### config.mk
export PLATFORM = sky130hd
export DESIGN_NAME = seq_multiplier
export DESIGN_NICKNAME = d
export VERILOG_FILES = /design/src/rtl/alu_pkg.sv /design/src/rtl/seq_multiplier_add_w.sv /design/src/rtl/seq_multiplier.sv
export SDC_FILE = /design/constraint.sdc
export NUM_CORES = 1
export LEC_CHECK = 0
export ABC_CLOCK_PERIOD_IN_PS = 14000
export CORE_ASPECT_RATIO = 2
export CORE_MARGIN = 2
export CORE_UTILIZATION = 48
export DETAILED_ROUTE_END_ITERATION = 7
export GPL_TIMING_DRIVEN = 0
export PLACE_DENSITY = 0.83
export SYNTH_ARGS = -nofsm -noshare
export SYNTH_HDL_FRONTEND = slang
export SYNTH_SLANG_ARGS = --single-unit
### constraint.sdc
create_clock -name clk -period 14 [get_ports clk]
set_input_delay 4.2 -clock clk [delete_from_list [all_inputs] [get_ports clk]]
set_output_delay 4.2 -clock clk [all_outputs]
set_load 0.1 [all_outputs]
### src/rtl/alu_pkg.sv
// Shared ALU definitions: multiplier FSM states, default datapath width, opcodes.
package alu_pkg;

    typedef enum logic [1:0] {
        IDLE = 2'd0,
        RUN  = 2'd1,
        DONE = 2'd2
    } mulState_t;

    localparam int unsigned MUL_WIDTH = 32;

    localparam logic [3:0] OP_MUL = 4'd2;

endpackage

### src/rtl/seq_multiplier_add_w.sv
// WIDTH-bit ripple-carry adder built from full-adder cells, carry out exposed.
module add_w #(
    parameter int unsigned WIDTH = 32
) (
    input  logic [WIDTH-1:0] x,
    input  logic [WIDTH-1:0] y,
    output logic [WIDTH-1:0] sum,
    output logic             cout
);

    logic carry;

    // Carry ripples through a variable so the chain is not a self-referencing vector.
    always_comb begin
        sum   = '0;
        carry = 1'b0;
        for (int unsigned i = 0; i < WIDTH; i++) begin
            sum[i] = x[i] ^ y[i] ^ carry;
            carry  = (x[i] & y[i]) | (carry & (x[i] ^ y[i]));
        end
        cout = carry;
    end

endmodule

### src/rtl/seq_multiplier.sv
// Unsigned shift-add multiplier, one iteration per clock through add_w.
// Optional SEQ_MULTIPLIER_EARLY_TERM_EN ends RUN once no multiplier bits remain set.
module seq_multiplier
    import alu_pkg::*;
#(
    parameter int unsigned WIDTH = MUL_WIDTH,
    parameter int unsigned CNT_W = 6
) (
    input  logic                 clk,
    input  logic                 rst,
    input  logic                 start,
    input  logic [WIDTH-1:0]     a,
    input  logic [WIDTH-1:0]     b,
    output logic                 busy,
    output logic                 done,
    output logic [2*WIDTH-1:0]   product
);

    localparam logic [CNT_W-1:0] LAST = CNT_W'(WIDTH);

    mulState_t        state;
    logic [WIDTH-1:0] mcand;
    logic [WIDTH-1:0] acc;
    logic [WIDTH-1:0] mq;
    logic [CNT_W-1:0] cnt;

    logic [WIDTH-1:0]   addend;
    logic [WIDTH-1:0]   s;
    logic               c;
    logic [WIDTH-1:0]   accNext;
    logic [WIDTH-1:0]   mqNext;
    logic [CNT_W-1:0]   cntNext;
    logic               finish;
    logic [2*WIDTH-1:0] finProduct;

    assign addend = mq[0] ? mcand : '0;

    add_w #(.WIDTH(WIDTH)) adder (
        .x    (acc),
        .y    (addend),
        .sum  (s),
        .cout (c)
    );

    assign accNext = {c, s[WIDTH-1:1]};
    assign mqNext  = {s[0], mq[WIDTH-1:1]};
    assign cntNext = cnt + 1'b1;

`ifdef SEQ_MULTIPLIER_EARLY_TERM_EN
    logic [WIDTH-1:0] pending;
    logic [CNT_W-1:0] remaining;

    // Low WIDTH-cntNext bits of mqNext are the unconsumed multiplier bits;
    // once they are zero the rest of the run would only shift.
    assign pending    = mqNext << cntNext;
    assign remaining  = LAST - cntNext;
    assign finish     = (pending == '0);
    assign finProduct = {accNext, mqNext} >> remaining;
`else
    assign finish     = (cntNext == LAST);
    assign finProduct = {accNext, mqNext};
`endif

    always_ff @(posedge clk) begin
        if (rst) begin
            state   <= IDLE;
            mcand   <= '0;
            acc     <= '0;
            mq      <= '0;
            cnt     <= '0;
            busy    <= 1'b0;
            done    <= 1'b0;
            product <= '0;
        end else begin
            done <= 1'b0;
            case (state)
                IDLE, DONE: begin
                    if (start) begin
                        mcand <= a;
                        mq    <= b;
                        acc   <= '0;
                        cnt   <= '0;
                        busy  <= 1'b1;
                        state <= RUN;
                    end else begin
                        state <= IDLE;
                    end
                end
                RUN: begin
                    acc <= accNext;
                    mq  <= mqNext;
                    cnt <= cntNext;
                    if (finish) begin
                        product <= finProduct;
                        busy    <= 1'b0;
                        done    <= 1'b1;
                        state   <= DONE;
                    end
                end
                default: state <= IDLE;
            endcase
        end
    end

endmodule

==> results of run 1 <==
==> state kept, by name (all words and copies together) (netlist names) <==
register	flops
product	64
acc	32
mcand	32
mq	32
cnt	6
state	2
busy	1
done	1
==> layout make-up <==
class | count | area (µm²)
clock inverters | 14 | 183
multi-input cells | 616 | 3890
fillers | 1319 | 5830
inverters | 32 | 120
well taps | 201 | 251
clock buffers | 18 | 429
repair buffers | 131 | 1310
flip-flops and latches | 170 | 3410
plain buffers | 66 | 362
==> final timing paths <==
path | cells after the start | to | startpoint
setup / recovery | 39 | product[62]$_SDFFE_PP0P_ | mq[0]$_SDFFE_PP0P_
hold / removal | 2 | mcand[17]$_SDFFE_PP0P_ | mcand[17]$_SDFFE_PP0P_
setup reg to reg | 39 | product[62]$_SDFFE_PP0P_ | mq[0]$_SDFFE_PP0P_
hold reg to reg | 2 | mcand[17]$_SDFFE_PP0P_ | mcand[17]$_SDFFE_PP0P_
==> per-stage QoR <==
step | instance area, µm² | setup WS [ns] | hold WS (ns)
6_report | 9950 | 0.264 | 0.454
3_3_place_gp | 9300 | -0.734 | 0.442
2_1_floorplan | 7730 | 0.336 | 0.432
4_1_cts | 9940 | 0.0341 | 0.457
5_1_grt | 9950 | 0.00543 | 0.469
3_5_place_dp | 9300 | -0.904 | 0.447
==> repair_timing <==
action / 4_1_cts / 5_1_grt
setup endpoints to repair: 8 / 2
hold endpoints to repair: 0 / 0
hold buffers: 0 / 0
gates resized for setup: 14 / 4
==> cell families after synthesis <==
| kind of cell | Yosys count | synth area share |
|---|---|---|
| mux | 64 | 0.0877 |
| compound gates | 109 | 0.0893 |
| fa+ha+maj | 33 | 0.0835 |
| flops | 170 | 0.440 |
| simple gates | 410 | 0.239 |
| buf+inv | 98 | 0.0608 |
==> critical path, delay by kind of cell, from the launching register on <==
kind | cells | cell delay [ns]
flops | 1 | 0.38
buf+inv | 4 | 0.35
fa+ha+maj | 32 | 12.38
simple gates | 2 | 0.23
mux | 1 | 0.29
==> power by group <==
| group | switching, W | internal [W] | total [W] | leakage (nW) |
|---|---|---|---|---|
| logic | 0.0000629 | 0.0000429 | 0.000106 | 1.74 |
| clock network | 0.000208 | 0.000286 | 0.000494 | 0.295 |
| registers | 0.0000116 | 0.000500 | 0.000512 | 1.38 |
| total | 0.000283 | 0.000829 | 0.00111 | 3.42 |
==> per-layer routing <==
metal | up-vias | global-route usage
met5 | - | 0
met4 | 0 | 0.160
met3 | 63 | 0.0349
met2 | 194 | 0.450
met1 | 3066 | 0.237
li1 | 3159 | -
==> layout by cell type (no fill, tap or decap), drive strengths merged, types with 30 or more instances in the layout <==
master         count
a21oi             68
nor2             131
fa                31
inv               40
mux2              30
nand2            159
a311oi            32
mux2i             34
dfxtp            170
clkbuf            55
clkdlybuf4s50    131
nor2b             35
nand2b            71
==> flow_summary.ini, run 1 <==
[floorplanning]
fp.dieH_um = 183
rows = 65
io_pins = 133
die_w_um = 93.7
core_area_mm2 = 0.0158
die_area_mm2 = 0.0172
initial_utilization = 0.490

[yosys]
ys_seq_elements = 170
ys_seq_area_frac = 0.440
synth.most_common_cell = dfxtp_1
ys_types = 33
synth_edf_count = 0
ys_async_sr_fraction = 0
synth_top_area_frac = 0.440
synth.largest_area_cell = dfxtp_1
synthTopCellsByCount = 170 x dfxtp_1, 159 x nand2_1, 131 x nor2_1, 71 x nand2b_1, 67 x a21oi_1
synthTopCellsByArea = dfxtp_1 44%, fa_1 8.0%, nand2_1 7.7%
synth_warnings = 0
ys.flop_type = dfxtp_1
synthCells = 884
syn_area_per_cell_um2 = 8.75
syn_nets = 984
syn_area_mm2 = 0.00773

[global_routing]
grt_max_degree = 17
grt_pass1_vias = 6839
antenna_found_initial = 0
grt_pass1_wl_um = 32300
overflow = 0
grtUsageTotal = 0.241

[sta]
finalMaxSlewViolations = 0
min_period_over_period = 0.981
fin_worst_skew_ns = 0.0124
fmax_mhz = 72.8
rsz0062_at_grt = false
relSlewSlack = 0.317
layout_min_cycle_time_ns = 13.74
hold_viol = 0
fin_tns_setup_ns = 0
tightest_slew_ns = 1.02
finalSetupViolCount = 0

[finish]
syn_to_final_growth_pct = 28.7
drive_gt1_frac = 0.0850
post-route-util = 0.631
fin_nets = 1134
fin_cells = 1248
n_antenna_cell = 0

[worst_setup_path]
max_stage_delay_ns = 0.55
cp.required_ns = 14.31
cp_slowest_cell = fa_1
crit_top_cell = fa_1
cp-end-kind = flip-flop
cp_max_fo = 10
r2r_slack_ns = 0.26
crit_type = reg2reg
cp.arrival_ns = 14.05
startpoint_type = flip-flop

[drt]
via_per_inst = 5.19
ant_nets = 0
first_iter_violations = 250
route.met2.wl_um = 11200
drt-pass1-iter-count = 5
wl_met3_um = 693
vias = 6482
highest_layer = met4
drt-met1-wl_um = 6950
wl_um = 19900
remaining_drc_errors = 0
wire_per_inst_um = 15.9

[clocking]
cts_tree = yes
clkLatencyLatePin_ns = 0.43
cts.sinks = 170
htreeDepth = 4
clockRootBuffer = clkbuf_16
cts.clk_slew.worst_paths_ns = 0.06
cts_buffers = 17
post_cts_buffers = 0
clk_path_buf_depth = 2

[status]
status = complete, no violations

[place]
gp_congestion = 0.865
numPortBuffers = 131
dp.cells = 1216
hpwl_um = 14700

[job]
max-cap-violations = 0

[worst_hold_path]
hold_class = reg2reg

[power_and_ir_drop]
power.density_mw_per_mm2 = 112
power.leakage_nw = 3.42
ir_drop_uv = 77.4
p_total_w = 0.00111
Note: power is estimated with default switching activity, not from simulation.
==> run 2: changes to the inputs <==
--- a/config.mk
+++ b/config.mk
@@ -5,7 +5,8 @@
 export SDC_FILE = /design/constraint.sdc
 export NUM_CORES = 1
 export LEC_CHECK = 0
-export ABC_CLOCK_PERIOD_IN_PS = 14000
+export ABC_AREA = 0
+export CAP_MARGIN = 30
 export CORE_ASPECT_RATIO = 2
 export CORE_MARGIN = 2
 export CORE_UTILIZATION = 48
==> results of run 2 <==
The final DEF is identical to that of run 1; final timing and power are the same.
